**config.mk**
```make
export PLATFORM = sky130hd
export DESIGN_NAME = bcd_chain_counter
export DESIGN_NICKNAME = d
export VERILOG_FILES = /design/src/rtl/bcd_chain_counter.sv
export SDC_FILE = /design/constraint.sdc
export NUM_CORES = 1
export LEC_CHECK = 0
export CAP_MARGIN = 10
export CORE_MARGIN = 1.5
export CORE_UTILIZATION = 40
export DETAILED_ROUTE_END_ITERATION = 10
export GPL_TIMING_DRIVEN = 0
export PLACE_DENSITY = 0.69
export SYNTH_ARGS = -nofsm -noshare
export SYNTH_HDL_FRONTEND = slang
export SYNTH_SLANG_ARGS = --single-unit
export TNS_END_PERCENT = 100
```
**constraint.sdc**
```tcl
create_clock -name clk -period 1.8 [get_ports clk]
set_input_delay 0.36 -clock clk [delete_from_list [all_inputs] [get_ports clk]]
set_output_delay 0.36 -clock clk [all_outputs]
set_load 0.05 [all_outputs]
```
**src/rtl/bcd_chain_counter.sv**
```systemverilog
// ---------------------------------------------------------------------------
// bcd_chain_counter
//
// Multi-digit BCD up/down counter with parallel load and a wrap or saturate
// policy at the ends of the range 0 .. 10^DIGITS-1.
//
// Parameters
//   DIGITS    number of cascaded BCD digits (1..8)
//   SATURATE  0 = wrap at the range ends, 1 = hold at the range ends
//
// Ports
//   clk    rising-edge clock
//   clr_n  synchronous active-low clear (q, cout, err -> 0)
//   en     count enable, one decimal step per cycle
//   up     direction, 1 = increment, 0 = decrement
//   load   parallel load strobe, takes priority over en
//   din    BCD load value, digit 0 in din[3:0]
//   q      current BCD count, digit 0 in q[3:0]
//   cout   registered one-cycle pulse on a wrap / overflow attempt
//   tc     combinational terminal count, en & (q at the end for direction up)
//   err    sticky flag, set when a load contained a digit above 9
// ---------------------------------------------------------------------------
module bcd_chain_counter #(
    parameter int unsigned DIGITS   = 2,
    parameter bit          SATURATE = 1'b0
) (
    input  logic                  clk,
    input  logic                  clr_n,
    input  logic                  en,
    input  logic                  up,
    input  logic                  load,
    input  logic [4*DIGITS-1:0]   din,
    output logic [4*DIGITS-1:0]   q,
    output logic                  cout,
    output logic                  tc,
    output logic                  err
);

    logic [4*DIGITS-1:0] cnt_q;
    logic                cout_q;
    logic                err_q;

    logic [4*DIGITS-1:0] step_val;
    logic [4*DIGITS-1:0] load_val;
    logic                load_bad;
    logic                at_end;

    // nine_below[i] / zero_below[i]: every digit below digit i is 9 / 0.
    // Entry DIGITS therefore means the whole count is all-9 / all-0.
    logic [DIGITS:0]     nine_below;
    logic [DIGITS:0]     zero_below;

    // Single-cycle carry/borrow chain and load sanitising.
    always_comb begin
        logic [3:0] d;
        logic [3:0] ld;

        d             = '0;
        ld            = '0;
        step_val      = '0;
        load_val      = '0;
        load_bad      = 1'b0;
        nine_below    = '0;
        zero_below    = '0;
        nine_below[0] = 1'b1;
        zero_below[0] = 1'b1;

        for (int unsigned i = 0; i < DIGITS; i++) begin
            d  = cnt_q[4*i +: 4];
            ld = din[4*i +: 4];

            nine_below[i+1] = nine_below[i] & (d == 4'd9);
            zero_below[i+1] = zero_below[i] & (d == 4'd0);

            step_val[4*i +: 4] = d;
            if (up) begin
                if (nine_below[i]) begin
                    step_val[4*i +: 4] = (d == 4'd9) ? 4'd0 : 4'(d + 4'd1);
                end
            end else begin
                if (zero_below[i]) begin
                    step_val[4*i +: 4] = (d == 4'd0) ? 4'd9 : 4'(d - 4'd1);
                end
            end

            // Non-decimal load digits are replaced by 0 so q stays pure BCD.
            if (ld > 4'd9) begin
                load_bad = 1'b1;
            end else begin
                load_val[4*i +: 4] = ld;
            end
        end

        at_end = up ? nine_below[DIGITS] : zero_below[DIGITS];
    end

    always_ff @(posedge clk) begin
        if (!clr_n) begin
            cnt_q  <= '0;
            cout_q <= 1'b0;
            err_q  <= 1'b0;
        end else if (load) begin
            cnt_q  <= load_val;
            cout_q <= 1'b0;
            err_q  <= err_q | load_bad;
        end else if (en) begin
            // The chain already wraps all-9 -> all-0 and all-0 -> all-9,
            // so saturation only needs to suppress the update at the end.
            cout_q <= at_end;
            if (!(SATURATE && at_end)) begin
                cnt_q <= step_val;
            end
        end else begin
            cout_q <= 1'b0;
        end
    end

    assign q    = cnt_q;
    assign cout = cout_q;
    assign err  = err_q;
    assign tc   = en & at_end;

endmodule

```
==> flow_metrics.py <==
metrics = {
    "sta": {
        "finalWorstSetupSlack_ps": -390,
        "fin_worst_skew_ps": 9.71,
        "slew_headroom": 0.663,
        "final-hold-violation-count": 0,
        "fmax_ghz": 0.457,
        "maxSlewViolCount": 0,
        "rsz0062_at_grt": "yes",
        "worstMarginPinSlew_ps": 504,
        "fin_crit_sh": 1.22,
        "finalWorstPathRequiredPeriod_ps": 2190,
        "finalSetupViolations": 1,
    },
    "floorplan": {
        "die_w_um": 48.8,
        "core_area_mm2": 0.00196,
        "die_y_um": 48.8,
        "num_io_pins": 24,
        "initial_utilization": 0.428,
        "fp.dieArea_mm2": 0.00238,
        "row_count": 16,
    },
    "logic_synthesis": {
        "synth_warnings": 0,
        "synth.net_count": 127,
        "synth.distinct_cells": 44,
        "synth.cell_area_um2": 840,
        "syn_inst": 114,
        "async_flop_share": 0,
        "synthFlopType": "dfxtp_1",
        "ys_seq_area_frac": 0.238,
        "synth_top_family_by_area": "compound AO/OA/AOI/OAI gates",
        "synth_xor_area_frac": 0.0417,
        "syn_avg_cell_area_um2": 7.36,
        "synth-seq-cells": 10,
        "synth.area.mux_share": 0,
        "synth-simple-area-share": 0.289,
        "synth_fa_ha_area_frac": 0,
        "synth-compound-area-share": 0.332,
        "synth_edf_count": 0,
    },
    "critical_path": {
        "r2r-end": "q[5]",
        "worstSetupEndpoint": "tc",
        "worstPathArrival_ps": 1830,
        "rrSetupSlack_ps": 200,
        "startpoint_type": "register",
        "cp.required_ps": 1440,
        "cp_max_fo": 6,
        "ff2ff_path_depth": 6,
        "crit_type": "reg2out",
        "end_kind": "output pin",
        "timing.rr.start": "q[0]",
        "crit_start": "q[0]",
    },
    "clocking": {
        "clk_pin_slew_ps": 80,
        "clock_latency_ps": 280,
        "cts.sinks": 10,
        "holdBufCountCts": 0,
        "cts_buffers": 3,
        "root_buffer": "clkbuf_4",
        "max-clock-path-buffers": 2,
        "cts_tree": "yes",
        "h-tree-depth": 1,
    },
    "global_route": {
        "grt_max_degree": 11,
        "grt_pass1_vias": 864,
        "grt_pass1_wl_um": 3770,
        "track_usage": 0.198,
        "gr-total-overflow": 0,
        "antenna_found_initial": 0,
    },
    "power_and_ir_drop": {
        "p_leak_nw": 0.523,
        "ir_worst_vdd_v": 0.000487,
        "p_per_area_mw_per_mm2": 645,
    },
    "routing": {
        "first_pass_iters": 4,
        "viasPerCell": 5.69,
        "route.detailed.drc": 0,
        "num_vias": 956,
        "routedWlPerCell_um": 13.3,
        "drt_iter0_drc": 21,
        "routed_wl_um": 2240,
        "ant_nets": 0,
    },
    "hold_path": {
        "hold_class": "in2reg",
    },
    "final_layout": {
        "nets": 155,
        "n_antenna_cell": 0,
        "design_area_mm2": 0.00117,
        "final_cell_mix": "clkdlybuf4s50_1 (15), nor2_1 (11), o21ai_0 (10)",
        "syn_to_final_growth_pct": 39.0,
        "drive_above_1_share": 0.191,
        "final_common_cell": "clkdlybuf4s50_1",
        "postLayoutCoreUtil": 0.595,
        "fin_cells": 168,
    },
    "run_status": {
        "status": "finished with violations",
        "violations": "setup timing",
    },
    "placed_design": {
        "place_inst": 163,
        "dp.final_hpwl_um": 1620,
        "post_dp_cell_area_mm2": 0.00110,
        "place_congestion": 0.842,
        "portBuffers": 22,
    },
    "flow_run": {
        "maxCapViolCount": 0,
    },
}
## synthesized netlist by cell type, types with 3 or more instances
| library cell | n | area (um2) |
|---|---|---|
| o21ai_0 | 10 | 50.1 |
| nor2b_1 | 4 | 25.0 |
| nand2_1 | 5 | 18.8 |
| xnor2_1 | 3 | 26.3 |
| dfxtp_1 | 10 | 200 |
| nand3b_1 | 3 | 22.5 |
| nand2b_1 | 3 | 18.8 |
| nor2_1 | 11 | 41.3 |
| nor3_1 | 3 | 15.0 |
| inv_1 | 6 | 22.5 |
| buf_2 | 5 | 25.0 |
| a21oi_1 | 10 | 50.1 |
## registers in the layout, summed over array words and instances (netlist names)
name,cells
err,1
cout,1
q,8
## metrics by stage
step / TNS [ps] / worst slack (ps) / total power [mW] / hold WS, ps
after global routing: -491 / -458 / 0.787 / 377
final: -390 / -390 / 0.753 / 368
after detailed placement: -2160 / -1160 / 0.534 / 465
after floorplan: -91.9 / -91.9 / 0.444 / 476
after global placement: -2030 / -1150 / 0.530 / 456
after CTS: -432 / -427 / 0.747 / 375
## final cells by class
type | instances | area (um2)
plain buffers | 10 | 61.3
clock buffers | 4 | 36.3
fillers | 199 | 795
inverters | 6 | 22.5
multi-input cells | 88 | 568
flip-flops and latches | 10 | 205
well taps | 27 | 33.8
repair buffers | 23 | 240
## power by group
| group | internal [mW] | total [mW] | switching, mW |
|---|---|---|---|
| clock network | 0.123 | 0.215 | 0.0916 |
| logic | 0.124 | 0.293 | 0.169 |
| registers | 0.236 | 0.245 | 0.00922 |
## worst min path at each step
| stage | startpoint | endpoint | slack, ps | depth (start not counted) |
|---|---|---|---|---|
| 6_report | en | q[1] | 370 | 3 |
| 5_1_grt | en | q[1] | 380 | 3 |
| 4_1_cts | en | q[1] | 380 | 3 |
| 3_5_place_dp | err | err | 460 | 2 |
| 3_3_place_gp | err | err | 460 | 2 |
| 2_1_floorplan | clr_n | q[1] | 480 | 2 |
## cell families (layout without fill, tap and decap cells)
| family | after synthesis | count (layout) |
|---|---|---|
| and+or+nand+nor | 43 | 43 |
| AOI/OAI and AO/OA | 41 | 41 |
| buffers and inverters | 16 | 43 |
| DFF | 10 | 10 |
| xor gates and xnor gates | 4 | 4 |
## routing by layer
| layer | wire length [um] | track usage |
|---|---|---|
| met2 | 1120 | 0.356 |
| met3 | 144 | 0.0613 |
| met5 | 0 | 0 |
| met1 | 972 | 0.240 |
| met4 | 0 | 0.0143 |
## critical path, cell delays in order (launching register included)
cell and delay (ps):
dfxtp_4 340, buf_6 120, or2_4 230, or4_4 420
a21oi_2 160, and2_4 160, buf_8 130
## what timing repair did
| action | 4_1_cts | 5_1_grt |
|---|---|---|
| buffers inserted | 0 | 1 |
| endpoints found under the hold margin | 0 | 0 |
| setup endpoints to repair | 3 | 7 |
| resized for setup | 11 | 8 |
| pin swaps | 0 | 3 |
Note: power is estimated with default switching activity, not from simulation.
